`src/rtl/de_pkg.sv`:
```
// de_pkg: shared types and default widths for the drawing-engine arbiter.
// Imported by de_arb_pick and de_arbiter.
package de_pkg;

    typedef enum logic {
        DE_IDLE  = 1'b0,
        DE_GRANT = 1'b1
    } de_state_e;

    localparam int DE_ADDR_W  = 18;
    localparam int DE_DATA_W  = 32;
    localparam int DE_NBYTE_W = 4;

endpackage

```
`src/rtl/de_arb_pick.sv`:
```
// de_arb_pick: combinational winner select for two requesters.
// DE_ARB_FIXED_PRIO_EN selects fixed priority (port 0) instead of round-robin.
module de_arb_pick
    import de_pkg::*;
(
    input  logic req0,
    input  logic req1,
    input  logic last_served,
    output logic win
);

`ifdef DE_ARB_FIXED_PRIO_EN
    logic unused_last;
    assign unused_last = last_served;
    assign win = ~req0 & req1;
`else
    // On contention the port that was not served last goes next.
    assign win = (req0 & req1) ? ~last_served : req1;
`endif

endmodule

```
`src/rtl/de_arbiter.sv`:
```
// de_arbiter: two-port arbiter in front of the drawing-engine memory port.
// Build option DE_ARB_FIXED_PRIO_EN: port 0 always wins contention.
module de_arbiter
    import de_pkg::*;
#(
    parameter int ADDR_W = DE_ADDR_W,
    parameter int DATA_W = DE_DATA_W
) (
    input  logic                  clk,
    input  logic                  rst_n,
    input  logic                  req0,
    input  logic                  req1,
    output logic                  ack0,
    output logic                  ack1,
    input  logic [ADDR_W-1:0]     addr0,
    input  logic [ADDR_W-1:0]     addr1,
    input  logic [DE_NBYTE_W-1:0] nbyte0,
    input  logic [DE_NBYTE_W-1:0] nbyte1,
    input  logic                  rnw0,
    input  logic                  rnw1,
    input  logic [DATA_W-1:0]     wdata0,
    input  logic [DATA_W-1:0]     wdata1,
    output logic [DATA_W-1:0]     rdata,
    output logic                  de_req,
    input  logic                  de_ack,
    output logic [ADDR_W-1:0]     de_addr,
    output logic [DE_NBYTE_W-1:0] de_nbyte,
    output logic                  de_rnw,
    output logic [DATA_W-1:0]     de_w_data,
    input  logic [DATA_W-1:0]     de_r_data,
    output logic                  busy,
    output logic                  owner
);

    de_state_e state;
    de_state_e state_nxt;

    logic owner_q;
    logic last_q;
    logic win;
    logic start;
    logic done;

    logic [ADDR_W-1:0]     addr_q;
    logic [DE_NBYTE_W-1:0] nbyte_q;
    logic                  rnw_q;
    logic [DATA_W-1:0]     wdata_q;

    de_arb_pick u_pick (
        .req0        (req0),
        .req1        (req1),
        .last_served (last_q),
        .win         (win)
    );

    assign start = (state == DE_IDLE) && (req0 || req1);
    assign done  = (state == DE_GRANT) && de_ack;

    always_comb begin
        state_nxt = state;
        unique case (state)
            DE_IDLE:  if (start) state_nxt = DE_GRANT;
            DE_GRANT: if (done)  state_nxt = DE_IDLE;
            default:  state_nxt = DE_IDLE;
        endcase
    end

    always_ff @(posedge clk) begin
        if (!rst_n) begin
            state   <= DE_IDLE;
            owner_q <= 1'b0;
            last_q  <= 1'b1;
            addr_q  <= '0;
            nbyte_q <= '0;
            rnw_q   <= 1'b1;
            wdata_q <= '0;
        end else begin
            state <= state_nxt;
            if (start) begin
                owner_q <= win;
                addr_q  <= win ? addr1  : addr0;
                nbyte_q <= win ? nbyte1 : nbyte0;
                rnw_q   <= win ? rnw1   : rnw0;
                wdata_q <= win ? wdata1 : wdata0;
            end
            if (done) last_q <= owner_q;
        end
    end

    // A completion arriving in the reset cycle belongs to an aborted transfer.
    assign ack0 = done & rst_n & ~owner_q;
    assign ack1 = done & rst_n &  owner_q;

    assign rdata     = de_r_data;
    assign busy      = (state == DE_GRANT);
    assign de_req    = busy;
    assign owner     = owner_q;
    assign de_addr   = addr_q;
    assign de_nbyte  = nbyte_q;
    assign de_rnw    = rnw_q;
    assign de_w_data = wdata_q;

endmodule

```
`config.mk`:
```
export PLATFORM = sky130hd
export DESIGN_NAME = de_arbiter
export DESIGN_NICKNAME = d
export VERILOG_FILES = /design/src/rtl/de_pkg.sv /design/src/rtl/de_arb_pick.sv /design/src/rtl/de_arbiter.sv
export SDC_FILE = /design/constraint.sdc
export NUM_CORES = 1
export LEC_CHECK = 0
export BUFFER_PORTS_ARGS = -buffer_cell sky130_fd_sc_hd__buf_2
export CORE_AREA = 2 2 94 96
export CTS_CLUSTER_SIZE = 28
export DETAILED_ROUTE_END_ITERATION = 12
export DIE_AREA = 0 0 96 98
export GPL_ROUTABILITY_DRIVEN = 0
export PLACE_DENSITY = 0.77
export SLEW_MARGIN = 20
export SYNTH_ARGS = -nofsm -noshare
export SYNTH_HDL_FRONTEND = slang
export SYNTH_SLANG_ARGS = --single-unit
export TNS_END_PERCENT = 100
```
`constraint.sdc`:
```
create_clock -name clk -period 1.5 [get_ports clk]
set_input_delay 0.375 -clock clk [delete_from_list [all_inputs] [get_ports clk]]
set_output_delay 0.375 -clock clk [all_outputs]
set_load 0.05 [all_outputs]
```
==> flow_summary.ini <==
[status]
run_status = finished, final reports clean

[worst_hold_path]
hold_end = de_w_data[16]
hp-start = wdata0[16]
holdCritPathClass = input pin to flip-flop
hold_depth = 3

[layout]
ff_latch_area_um2 = 1170
fill_cells = 873
nets = 637
area_delta_synth_final_pct = 32.8
drive_above_1_share_pct = 44.9
multi_input_area_um2 = 1220
insertedDiodeCount = 0

[clock_network]
root_buffer = clkbuf_8
htree_levels = 3
clock-sinks = 58
clk_pin_slew_ns = 0.07
cts_tree = done
worstSkewPairLatency_ns = 0.32
cts_buffers = 9
cts_buffer_depth = 2

[yosys]
synth_mux_area_share_pct = 0
yosys-top-cells-count = a21oi_1, dfxtp_1, nand2_1
synth_seq_cells = 58
synth_fp_nets = 502
syn_area_per_cell_um2 = 7.94
synth_top_area_cell = dfxtp_1
synth_most_common_cell = a21oi_1
synth-simple-area-share_pct = 8.66
synthTopCellsByArea = dfxtp_1, a21oi_1, buf_4
synthXorXnorAreaFrac_pct = 0
synth_top_family_by_area = compound AO/OA/AOI/OAI gates
yosysSeqAreaShare_pct = 41.2
synthCells = 355
synth_compound_area_share_pct = 33.3
synth_fa_ha_area_share_pct = 0
synth_edf_count = 0
syn_area_um2 = 2820
synth_ff_type = dfxtp_1
synth_top_area_share_pct = 41.2
async_reset_ff_share_pct = 0
synth.distinct_cells = 25
yosysWarnings = 0

[grt]
track_usage_pct = 17.4
grt_max_degree = 57
antenna_found_initial = 0
grt_pass1_wl_um = 13100
globalRoute.totalOverflow = 0
first_global_vias = 2900

[detailed_routing]
viasPerCell = 5.00
drt_first_pass_iters = 4
vias = 3013
drt-total-wl_um = 8470
drc_errors = 0
drtIter0Drc = 142
wire_per_inst_um = 14.1
postRouteAntennaNets = 0

[power_and_ir_drop]
power.density_nw_per_um2 = 1180
vdd_ir_drop_max_mv = 0.492
p_leak_nw = 1.84

[floorplanning]
die-width_um = 96
coreArea_um2 = 8470
initial_core_util_pct = 33.3
die_area_um2 = 9410
num_rows = 34
dieHeight_um = 98
pin_count = 239

[sta]
max_freq_mhz = 687
min_period_ns = 1.46
fin_hold_ws_ns = 0.275
report.final.slew_viol_count = 0
period_share_pct = 97.1
fin_skew_ns = 0.00826
maxSlewHeadroom_pct = 80.2
setup-violations-final = 0
tns_ns = 0
worst_pin_slew_ns = 0.297
rsz0062_at_grt = true
hold_violations = 0

[worst_setup_path]
timing.rr.end = de_w_data[6]
crit_path_end_kind = output pin
required_ns = 1.12
rr_startpoint = busy
arrival_ns = 1.08
slowest_stage = dfxtp_4
regToRegSetupSlack_ns = 0.13
max_stage_delay_ns = 0.39
start_kind = flip-flop
worstRegToRegCells = 5
path_class = flip-flop to output pin
crit_fanout = 7
cp_cell_sequence = nand3_4, nor2_4, buf_8

[place]
port-buffer-count = 174
dp_hpwl_um = 6160

[run]
drv_cap = 0
==> through the flow <==
stage | setup slack [ns] | cell area, um^2 | total power, mW | std cells | utilization, %
after floorplan | 0.0516 | 2840 | 3.04 | 355 | -
after global placement | 0.0138 | 3540 | 3.20 | 586 | 41.8
after detailed placement | 0.0195 | 3540 | 3.23 | 586 | 41.8
after CTS | 0.00393 | 3720 | 4.46 | 601 | 44.0
after global routing | -0.0180 | 3740 | 4.65 | 602 | 44.2
final | 0.0435 | 3740 | 4.40 | 602 | 44.2
==> per-layer routing <==
metal	global-route usage [%]	vias to the layer above	part of all wire, %
met1	19.6	1416	41
met3	5.25	24	6.9
li1	-	1458	-
met4	7.36	0	2.3
met5	0	-	0
met2	29.8	115	50
==> worst max-delay path: cells and delay by family (launching register included) <==
kind                   cells  cell delay (ns)
and+or+nand+nor            2             0.21
DFF                        1             0.39
buffers and inverters      1             0.15
==> how the worst max path moves through the flow <==
stage	cells after the start	endpoint	startpoint	slack, ns
floorplan	2	ack0	busy	0.05
global route	3	ack0	busy	-0.02
CTS	3	ack1	busy	0.004
detailed placement	4	ack1	rst_n	0.02
global placement	4	ack1	rst_n	0.01
finish	3	ack0	busy	0.04
==> cell type report <==
class | count | area share (%)
Clock inverter | 5 | 0.869
Tap cell | 108 | 3.61
Sequential cell | 58 | 31.2
Multi-Input combinational cell | 234 | 32.7
Inverter | 1 | 0.100
Clock buffer | 10 | 3.41
Timing Repair Buffer | 186 | 28.1
==> timing repair <==
action                     4_1_cts  5_1_grt
hold buffers                     0        0
gates resized for setup          6        3
setup endpoints to repair        2        2
setup buffers                    0        1
==> placed cells by master (no fill, tap or decap), types with 2 or more instances in the layout <==
cell	instances
nand2_1	57
o21ai_0	39
buf_12	6
clkinv_2	2
dfxtp_4	2
clkbuf_8	9
a21oi_1	98
a21oi_2	10
o21ai_1	16
buf_2	172
buf_4	6
dfxtp_1	56
nor2_4	2
clkinvlp_4	3
==> cells by family (layout without fill, tap and decap cells) <==
group	count (synthesis)	count (layout)
and+or+nand+nor	63	63
buffers and inverters	63	202
DFF	58	58
AOI/OAI and AO/OA	171	171
==> power breakdown <==
group          switching [mW]  internal (mW)
clock network           0.614          0.583
registers              0.0834           1.70
logic                   0.990          0.432
==> flip-flops by register name (all words and copies together), names as in the netlist <==
register	cells
de_nbyte	4
owner	1
de_w_data	32
de_rnw	1
last_q	1
busy	1
de_addr	18
Power figures use the tool's default switching activity.
